File: src/rtl/regfile_sb.sv
// rtl/regfile_sb.sv - multi-read-port register file with write bypass and busy scoreboard
// Decode reads operands combinationally, issue marks destinations busy, writeback writes and clears.
module regfile_sb #(
  parameter int WIDTH    = 16,
  parameter int DEPTH    = 16,
  parameter int NRD      = 2,
  parameter int BYPASS   = 1,
  parameter int ZERO_REG = 1,
  localparam int AW      = (DEPTH > 1) ? $clog2(DEPTH) : 1
) (
  input  logic                 i_clk,
  input  logic                 i_rst,
  input  logic                 i_wen,
  input  logic [AW-1:0]        i_waddr,
  input  logic [WIDTH-1:0]     i_wdata,
  input  logic                 i_set_busy,
  input  logic [AW-1:0]        i_set_addr,
  input  logic [NRD*AW-1:0]    i_raddr,
  output logic [NRD*WIDTH-1:0] o_rdata,
  output logic [NRD-1:0]       o_rbusy,
  output logic                 o_any_busy
);

  logic [WIDTH-1:0] r_mem [DEPTH];
  logic [DEPTH-1:0] r_busy;

  logic w_wr_ok;
  logic w_set_ok;

  // A write to r0 with ZERO_REG set is treated as if it never happened,
  // so it neither stores, clears busy, nor forwards.
  assign w_wr_ok  = !i_rst && i_wen &&
                    !((ZERO_REG != 0) && (i_waddr == '0));
  assign w_set_ok = !i_rst && i_set_busy &&
                    !((ZERO_REG != 0) && (i_set_addr == '0));

  always_ff @(posedge i_clk) begin
    if (i_rst) begin
      for (int i = 0; i < DEPTH; i++) begin
        r_mem[i] <= '0;
      end
      r_busy <= '0;
    end else begin
      if (w_wr_ok) begin
        r_mem[i_waddr] <= i_wdata;
      end
      // Set beats clear: a newer producer was issued in the same cycle.
      for (int i = 0; i < DEPTH; i++) begin
        if (w_set_ok && (i_set_addr == AW'(i))) begin
          r_busy[i] <= 1'b1;
        end else if (w_wr_ok && (i_waddr == AW'(i))) begin
          r_busy[i] <= 1'b0;
        end
      end
    end
  end

  for (genvar k = 0; k < NRD; k++) begin : g_rd
    logic [AW-1:0]    w_ra;
    logic [WIDTH-1:0] w_rd;
    logic             w_rb;

    assign w_ra = i_raddr[k*AW +: AW];

    always_comb begin
      w_rd = r_mem[w_ra];
      w_rb = r_busy[w_ra];
      if ((BYPASS != 0) && w_wr_ok && (i_waddr == w_ra)) begin
        w_rd = i_wdata;
        w_rb = 1'b0;
      end
      if ((ZERO_REG != 0) && (w_ra == '0)) begin
        w_rd = '0;
        w_rb = 1'b0;
      end
    end

    assign o_rdata[k*WIDTH +: WIDTH] = w_rd;
    assign o_rbusy[k]                = w_rb;
  end

  assign o_any_busy = |r_busy;

endmodule

File: config.mk
export PLATFORM = sky130hd
export DESIGN_NAME = regfile_sb
export DESIGN_NICKNAME = d
export VERILOG_FILES = /design/src/rtl/regfile_sb.sv
export SDC_FILE = /design/constraint.sdc
export NUM_CORES = 1
export LEC_CHECK = 0
export ABC_AREA = 1
export CORE_MARGIN = 4
export CORE_UTILIZATION = 57
export CTS_BUF_LIST = sky130_fd_sc_hd__clkbuf_2
export DETAILED_ROUTE_END_ITERATION = 7
export PLACE_DENSITY = 0.79
export SETUP_SLACK_MARGIN = 0.4
export SYNTH_ARGS = -nofsm -noshare
export SYNTH_HDL_FRONTEND = slang
export SYNTH_SLANG_ARGS = --single-unit
File: constraint.sdc
create_clock -name i_clk -period 2 [get_ports i_clk]
set_input_delay 0.4 -clock i_clk [delete_from_list [all_inputs] [get_ports i_clk]]
set_output_delay 0.4 -clock i_clk [all_outputs]
set_load 0.05 [all_outputs]
# Word level (Yosys, flattened, before mapping)
# Memories as Yosys holds them, arrays and structs flattened.
# Cells that the tools add are included.
[classes] n_mul=0 n_bitwise=0 n_eq_ne=32 shifts=0 div_mod_pow=0 reduce_logical=63 muxes=52 order_cmp=2 addsub=0
[op_table] op="$mux 16" count=5
[op_table] op="$eq 4x4->1 const B" count=16
[op_table] op="$mux 1" count=44
[op_table] op="$logic_and 1x1->1" count=38
[op_table] op="$eq 4x3->1 const B" count=8
[op_table] op="$reduce_bool 2->1" count=16
[op_table] op="$reduce_or 16->1" count=2
[op_table] op="$eq 4x2->1 const B" count=4
[op_table] op="$logic_not 4->1" count=4
[op_table] op="$lt 4x5->1 const B" count=2
[op_table] op="$bmux 1 s4" count=2
[op_table] op="$eq 4x1->1 const B" count=2
[op_table] op="$eq 4x4->1" count=2
[op_table] op="$mux 4" count=1
[op_table] op="$logic_not 1->1" count=3
[word_totals] rom_bits=0 in_bits=36 ram_bits=256 latch_bits=0 elab_cells=166 ff_bits=16 n_memories=1 out_inout_bits=35
[memory_table] name="r_mem" depth=16 word_bits=16 read_ports=2 rd_clocked_by_memory_dff=0 wr=16 line="24" rtl="logic [WIDTH-1:0] r_mem [DEPTH];"

# Logic depth before layout (Yosys ltp)
# Gate-level depths: netlist of the first run.
[logic_depth] ltp_word=8 ltp_mapped=12 mapped_depth_nobuf=8

# Worst setup path after synthesis of the first run
# No wires, ideal clock.
[synth_timing] path_type="input-to-output" from="input port i_raddr[4]" to="output port o_rdata[21]" slack_ns=-0.355 required_time_ns=1.600 path_stages=9 arrival_time_ns=1.955 path_buffers=3 cell_sequence="buf_2 buf_2 clkbuf_1 nand2_1 nand3_1 nand3_1 nand3_1 nor2_1 nor2_1"
[synth_via] elab_chain_cells=4 word_cells_on_any_way=6 classes_between="1 x eq/ne; 2 x mux; 2 x reduce/logical; 1 x memory"
[synth_lines] item="from (decl)" line="18" rtl="input logic [NRD*AW-1:0] i_raddr,"
[synth_lines] item="branches (longest 3 deep; another with $mem_v2 16x16)"
[synth_lines] item="$mux 16 (*)" line="72" rtl="if ((ZERO_REG != 0) && (w_ra == '0)) begin"
[synth_lines] item="to (decl)" line="19" rtl="output logic [NRD*WIDTH-1:0] o_rdata,"
# Every way passes the cells marked *.

==> reports/results.tsv, run 1 <==
stage	metric	value	unit
synth	synth-seq-cells	272	
worst_setup_path	critPathMaxFanout	2	
place	hpwl	39000	um
floorplanning	io_pins	71	
timing	fmax	385	MHz
final_layout	synthToLayoutAreaGrowth	32.3	%
grt	grt_pass1_vias	17000	
grt	overflow	0	
clocking	cts_tree	built	
routing	drtPass1Iterations	8	
grt	grt_use_met1	45.5	%
timing	finalMaxSlewViolations	0	
clocking	clk_latency	0.84	ns
worst_setup_path	criticalPathCategory	flip-flop to primary output	
routing	drt_iter0_markers	2316	
timing	report.final.setup_viol	35	
timing	finalCritPeriodShare	130	%
flow_run	max_cap_violations	0	
floorplanning	initial_core_util	58.1	%
timing	hold_slack	0.288	ns
timing	rsz0062_at_grt	yes	
final_layout	fin_cells	2915	
synth	syn_area	16200	um^2
power_and_ir_drop	power.density	670	nW/um^2
power_and_ir_drop	peakVddDrop	0.360	mV
worst_setup_path	cp_data_arrival_time	2.20	ns
clocking	htree_levels	3	
worst_setup_path	cp_slowest_cell	edfxtp_1	
place	place_area	19500	um^2
floorplanning	coreArea	27900	um^2
clocking	cts-root-buf	clkbuf_2	
hold_path	hp-class	primary input to flip-flop	
routing	ant_nets	0	
synth	yosys_warnings	0	
status	violations	DRC, setup timing	
routing	drcViolationCount	6	
grt	use_met3	8.03	%
floorplanning	core.rowCount	61	
timing	skew	0	ns
place	port_buffers	70	
final_layout	layout.nets	2520	
worst_setup_path	start_kind	flip-flop	
grt	antenna_found_initial	1	
timing	post-route-min-period	2.60	ns
floorplanning	die_area	31100	um^2
routing	num_vias	17200	
timing	setup_ws	-0.599	ns
final_layout	drive_gt1_share	29.5	%
power_and_ir_drop	finalPower	0.0143	W
worst_setup_path	cpPeakStageDelay	0.40	ns
synth	ys_types	25	
routing	post_drt_wl_per_cell	20.2	um
grt	grt_pass1_wl	90300	um
final_layout	final_area	21400	um^2
grt	grtUsageMet2	59.7	%
floorplanning	die_w	176	um
routing	drt-total-wl	58900	um
grt	grt_start_max_net_pins	58	
clocking	clkTransAtPathRegs	0.11	ns
timing	hold_viol	0	
power_and_ir_drop	leakagePower	10.1	nW
clocking	clk_path_buf_depth	3	
routing	viasPerCell	5.89	
worst_setup_path	crit_chain	inv_2 -> nand2_1 -> nand3_1 -> nand2_1 -> nor2_2 -> nor2_1 -> buf_4 -> nor2_4 -> nor2_4 -> buf_6	
place	dp.cells	2775	
status	status	complete, but fails checks	
worst_setup_path	crit_required	1.60	ns
floorplanning	die_h	176	um
synth	synthCells	2246	
grt	grt_most_used_layer	met2	
clocking	cts_buffers	74	
grt	grt_use_total	37.3	%
clocking	clock-sinks	272	
synth	avgSynthCellArea	7.20	um^2
place	place.gp.congestion	1.01	
synth	seq_area_frac_synth	49.5	%
worst_setup_path	end_kind	primary output	
-- timing repair --
action | 4_1_cts | 5_1_grt
resized for setup | 225 | 153
cloned | 1 | 0
buffers inserted | 7 | 3
setup endpoints to repair | 35 | 35
hold buffers | 0 | 0
pin swaps | 103 | 121
-- final timing paths --
path	startpoint	to	slack [ns]	depth (start not counted)
max	r_mem[9][11]	o_rdata[27]	-0.60	10
min	i_rst	r_mem[0][8]	0.29	3
max reg2reg	r_busy[14]	r_busy[14]	1.30	2
min reg2reg	r_busy[0]	r_busy[0]	0.51	2
-- cell families after synthesis --
logic type      after synthesis  synth area share (%)
compound gates               56                  1.88
flops                       272                  49.5
other cells                   1                0.0232
buf+inv                     392                  9.68
simple gates               1525                  38.9
-- critical path, delay by kind of cell, from the launching register on --
family / cells / cell delay [ns]
and+or+nand+nor: 7 / 0.50
DFF: 1 / 0.40
buffers and inverters: 3 / 0.39
-- per-stage QoR --
| stage | TNS (ns) | worst slack [ns] | util (%) |
|---|---|---|---|
| finish | -17.91 | -0.599 | 76.8 |
| global route | -20.80 | -0.683 | 76.8 |
| CTS | -18.56 | -0.641 | 75.4 |
| detailed placement | -125.31 | -0.849 | 69.9 |
| global placement | -106.63 | -0.828 | 69.9 |
| floorplan | 0 | 0.138 | - |
-- routing by layer --
layer  share of wire, %  wire length (um)  up-vias
met4                7.5              4440        0
met3                 12              7240      309
li1                   -                 -     7638
met1                 34             20000     7916
met2                 46             27200     1311
met5                  0                 0        -
-- report_power, final --
part,leakage [nW],switching [W],total (W),internal [W]
clock,0.502,0.00241,0.00399,0.00159
sequential,2.58,0.000131,0.00666,0.00653
combinational,7.04,0.00234,0.00368,0.00135
total,10.1,0.00487,0.0143,0.00946
-- flip-flops by register name, indices dropped and copies added, names as in the netlist --
signal and flops:
r_busy 16, r_mem 256
-- synth_stat cells --
library cell  count  area share, %
a21oi_1           4           0.12
a21oi_4           1           0.10
a22oi_1           1          0.046
buf_1            17           0.39
buf_2            57            1.8
buf_4             4           0.19
buf_6             1          0.070
clkbuf_1         70            1.6
conb_1            1          0.023
dfxtp_1          16            2.0
edfxtp_1        256             48
inv_1           237            5.5
inv_2             6           0.14
nand2_1         739             17
nand2_2           8           0.31
nand3_1         376             12
nand3_2           6           0.37
nand4_1           1          0.039
nor2_1          383            8.9
nor2_2            5           0.19
nor3_1            1          0.031
nor3_2            2           0.12
nor4_1            4           0.15
o211ai_1          4           0.19
o21ai_0          46            1.4
-- cells in the final DEF (no fill, tap or decap), types with 3 or more instances in the layout --
master / synthesis / routed
nand2_1: 739 / 664
buf_4: 4 / 168
clkbuf_2: 0 / 109
edfxtp_1: 256 / 256
a21oi_2: 0 / 3
buf_6: 1 / 20
nand3_4: 0 / 14
nor2_2: 5 / 35
dlygate4sd2_1: 0 / 10
dfxtp_2: 0 / 12
nor2_1: 383 / 277
dfxtp_1: 16 / 4
inv_4: 0 / 4
nand3_1: 376 / 308
clkinv_1: 0 / 12
nand3_2: 6 / 60
clkdlybuf4s50_1: 0 / 21
buf_8: 0 / 18
o21ai_0: 46 / 12
o21ai_1: 0 / 27
buf_12: 0 / 56
inv_1: 237 / 172
nand2_8: 0 / 3
nand2_4: 0 / 4
o211ai_1: 4 / 4
inv_2: 6 / 66
nand2_2: 8 / 76
nor2_4: 0 / 76
o21ai_2: 0 / 6
conb_1: 1 / 16
-- cell type report --
type,count,area [um^2]
Multi-Input combinational cell,1597,8090
Sequential cell,272,8020
Fill cell,1972,6460
Timing Repair Buffer,296,3210
Inverter,243,938
Clock buffer,109,546
Tap cell,378,473
Clock inverter,19,118
Antenna cell,1,2.50
No activity file was read; power rests on OpenSTA's default activity.
==> inputs of run 2 (changes only) <==
CORE_UTILIZATION = 60   (was 57)
clock period = 2.9 ns   (was 2 ns; I/O delays follow)
==> run 2 against run 1 <==
The run ends with DRC left. Cell count is 4.4% lower. Clock skew unchanged. Global-route usage rose by 3.0 points. Clock power shrank 32%. Register-to-register slack improved by 0.86 ns. Final area is 2.2% lower. Critical path depth unchanged. Non-clock buffer count shrank 80. Via count decreased by 0.69%. Critical path type unchanged.
==> reports/results.tsv, run 2 (synthesized netlist as in run 1, its figures left out) <==
stage	metric	value	unit	change
status	status	complete, but fails checks		
status	violations	DRC		
floorplanning	core.rowCount	59		-3.3%
routing	num_vias	17100		-0.69%
clocking	clkTransAtPathRegs	0.12	ns	about the same
grt	grt_start_max_net_pins	64		+10%
clocking	cts_tree	built		
timing	worst_slew_pin_slew	0.857	ns	
timing	fmax	361	MHz	
final_layout	final_common_cell	nand2_1		
floorplanning	coreArea	26300	um^2	-5.7%
worst_setup_path	ff2ff_setup_slack	2.16	ns	+0.86 ns
final_layout	layout.nets	2437		-3.3%
floorplanning	io_pins	71		unchanged
final_layout	multiInputGateArea	8440	um^2	+4.3%
clocking	htree_levels	3		unchanged
final_layout	top_register	r_mem		
routing	ant_nets	0		unchanged
timing	hold_slack	0.345	ns	+0.0572 ns
final_layout	mostFrequentLayoutCells	612 x nand2_1, 271 x nor2_1, 256 x edfxtp_1		
floorplanning	initial_core_util	61.5	%	+3.5 points
timing	setup_ws	0.132	ns	+0.732 ns
timing	finalMaxSlewViolations	0		unchanged
timing	finalCritPeriodShare	95.4	%	
final_layout	final-seq-area	8030	um^2	about the same
routing	drcViolationCount	2		-4
power_and_ir_drop	leakagePower	9.85	nW	-2.6%
routing	drt-total-wl	62300	um	+5.7%
routing	post_drt_wl_per_cell	22.4	um	+11%
clocking	clk_latency	0.87	ns	+0.03 ns
final_layout	final_area	20900	um^2	-2.2%
floorplanning	die_w	172	um	-2.4%
routing	drtPass1Iterations	8		unchanged
clocking	clock-sinks	272		unchanged
grt	grt_use_total	40.4	%	+3.0 points
flow_run	max_cap_violations	0		unchanged
final_layout	synthToLayoutAreaGrowth	29.4	%	
timing	skew	0	ns	unchanged
place	hpwl	39400	um	+1.0%
timing	report.final.setup_viol	0		-100%
final_layout	largest_reg_flops	256		unchanged
grt	antenna_found_initial	1		unchanged
timing	rsz0062_at_grt	yes		
clocking	cts-root-buf	clkbuf_2		
grt	grt_pass1_wl	90200	um	-0.15%
final_layout	fill_cells	1833		-7.0%
clocking	cts_buffers	71		-4.1%
worst_setup_path	crit_required	2.32	ns	+0.72 ns
worst_setup_path	start_kind	flip-flop		
place	place.gp.congestion	1.05		+3.4%
grt	grt_pass1_vias	15900		-6.9%
place	place_area	18100	um^2	-7.0%
power_and_ir_drop	peakVddDrop	0.507	mV	+41%
worst_setup_path	criticalPathCategory	flip-flop to primary output		
floorplanning	die_area	29600	um^2	-4.8%
final_layout	drive_gt1_share	31.7	%	+2.2 points
floorplanning	die_h	172	um	-2.4%
final_layout	reg.largest.list	r_mem (256), r_busy (16)		
hold_path	hp-class	primary input to flip-flop		
routing	drt_iter0_markers	3091		+33%
final_layout	fin_util	79.6	%	+2.8 points
place	port_buffers	70		unchanged
power_and_ir_drop	power.density	470	nW/um^2	-30%
timing	hold_viol	0		unchanged
timing	slew_headroom	42.8	%	
grt	overflow	0		unchanged
worst_setup_path	cp_data_arrival_time	2.19	ns	about the same
clocking	ctsHoldBuffers	0		unchanged
place	post-place-ws	-0.164	ns	+0.685 ns
worst_setup_path	end_kind	primary output		
routing	viasPerCell	6.12		+3.8%
timing	post-route-min-period	2.77	ns	
clocking	clk_path_buf_depth	3		unchanged
worst_setup_path	critPathMaxFanout	2		unchanged
## run 2: cell count changes in the layout (fill, tap and decap cells not counted), sizes merged
cell           delta
buf              -85
dlygate4sd2       -8
clkinv            +5
inv               +3
clkdlybuf4s15     +2
clkinvlp          -2
bufbuf            +1
## run 2: timing repair
action	in CTS	in global routing
endpoints found under the setup margin	35	35
gates cloned	2	6
resized for setup	268	336
pin swaps	96	159
setup buffers	7	7
## run 2: critical path, stage by stage (launching register included)
cell      delay (ns)
edfxtp_1        0.39
inv_2           0.07
nand2_2         0.05
nand3_2         0.09
nand3_2         0.10
nand2_2         0.09
nor2_1          0.05
buf_4           0.14
nor2_4          0.14
nor2_2          0.05
buf_6           0.15
## run 2: path summary, 6_finish.rpt
path                      end         start  cells after the start
setup reg to reg   r_busy[11]    r_busy[11]                      2
hold reg to reg     r_busy[0]     r_busy[0]                      2
setup / recovery  o_rdata[19]  r_mem[15][3]                     10
hold / removal      r_busy[0]         i_rst                      3
## run 2: final cells by class
type	count	share of cell area (%)
Sequential cell	272	38.4
Clock buffer	99	2.37
Inverter	243	4.38
Antenna cell	1	0.0120
Timing Repair Buffer	216	11.9
Tap cell	335	2.00
Clock inverter	25	0.688
Multi-Input combinational cell	1597	40.3
## run 2: layer usage
metal	track usage [%]	vias up	share of wire, %
met1	53.5	7843	35
met3	12.7	307	15
met2	61.6	1444	44
met4	17.5	0	5.1
met5	0	-	0
li1	-	7461	-
## run 2: power by group
group          switching (W)  internal [W]
registers          0.0000830       0.00450
logic                0.00170      0.000837
clock network        0.00169       0.00103
## run 2: per-stage QoR
step	power [W]	TNS, ns	instances
5_1_grt	0.0102	0	2788
6_report	0.00984	0	2788
2_1_floorplan	0.00588	0	2261
3_3_place_gp	0.00663	-2.99	2641
4_1_cts	0.00948	0	2774
3_5_place_dp	0.00667	-3.18	2641
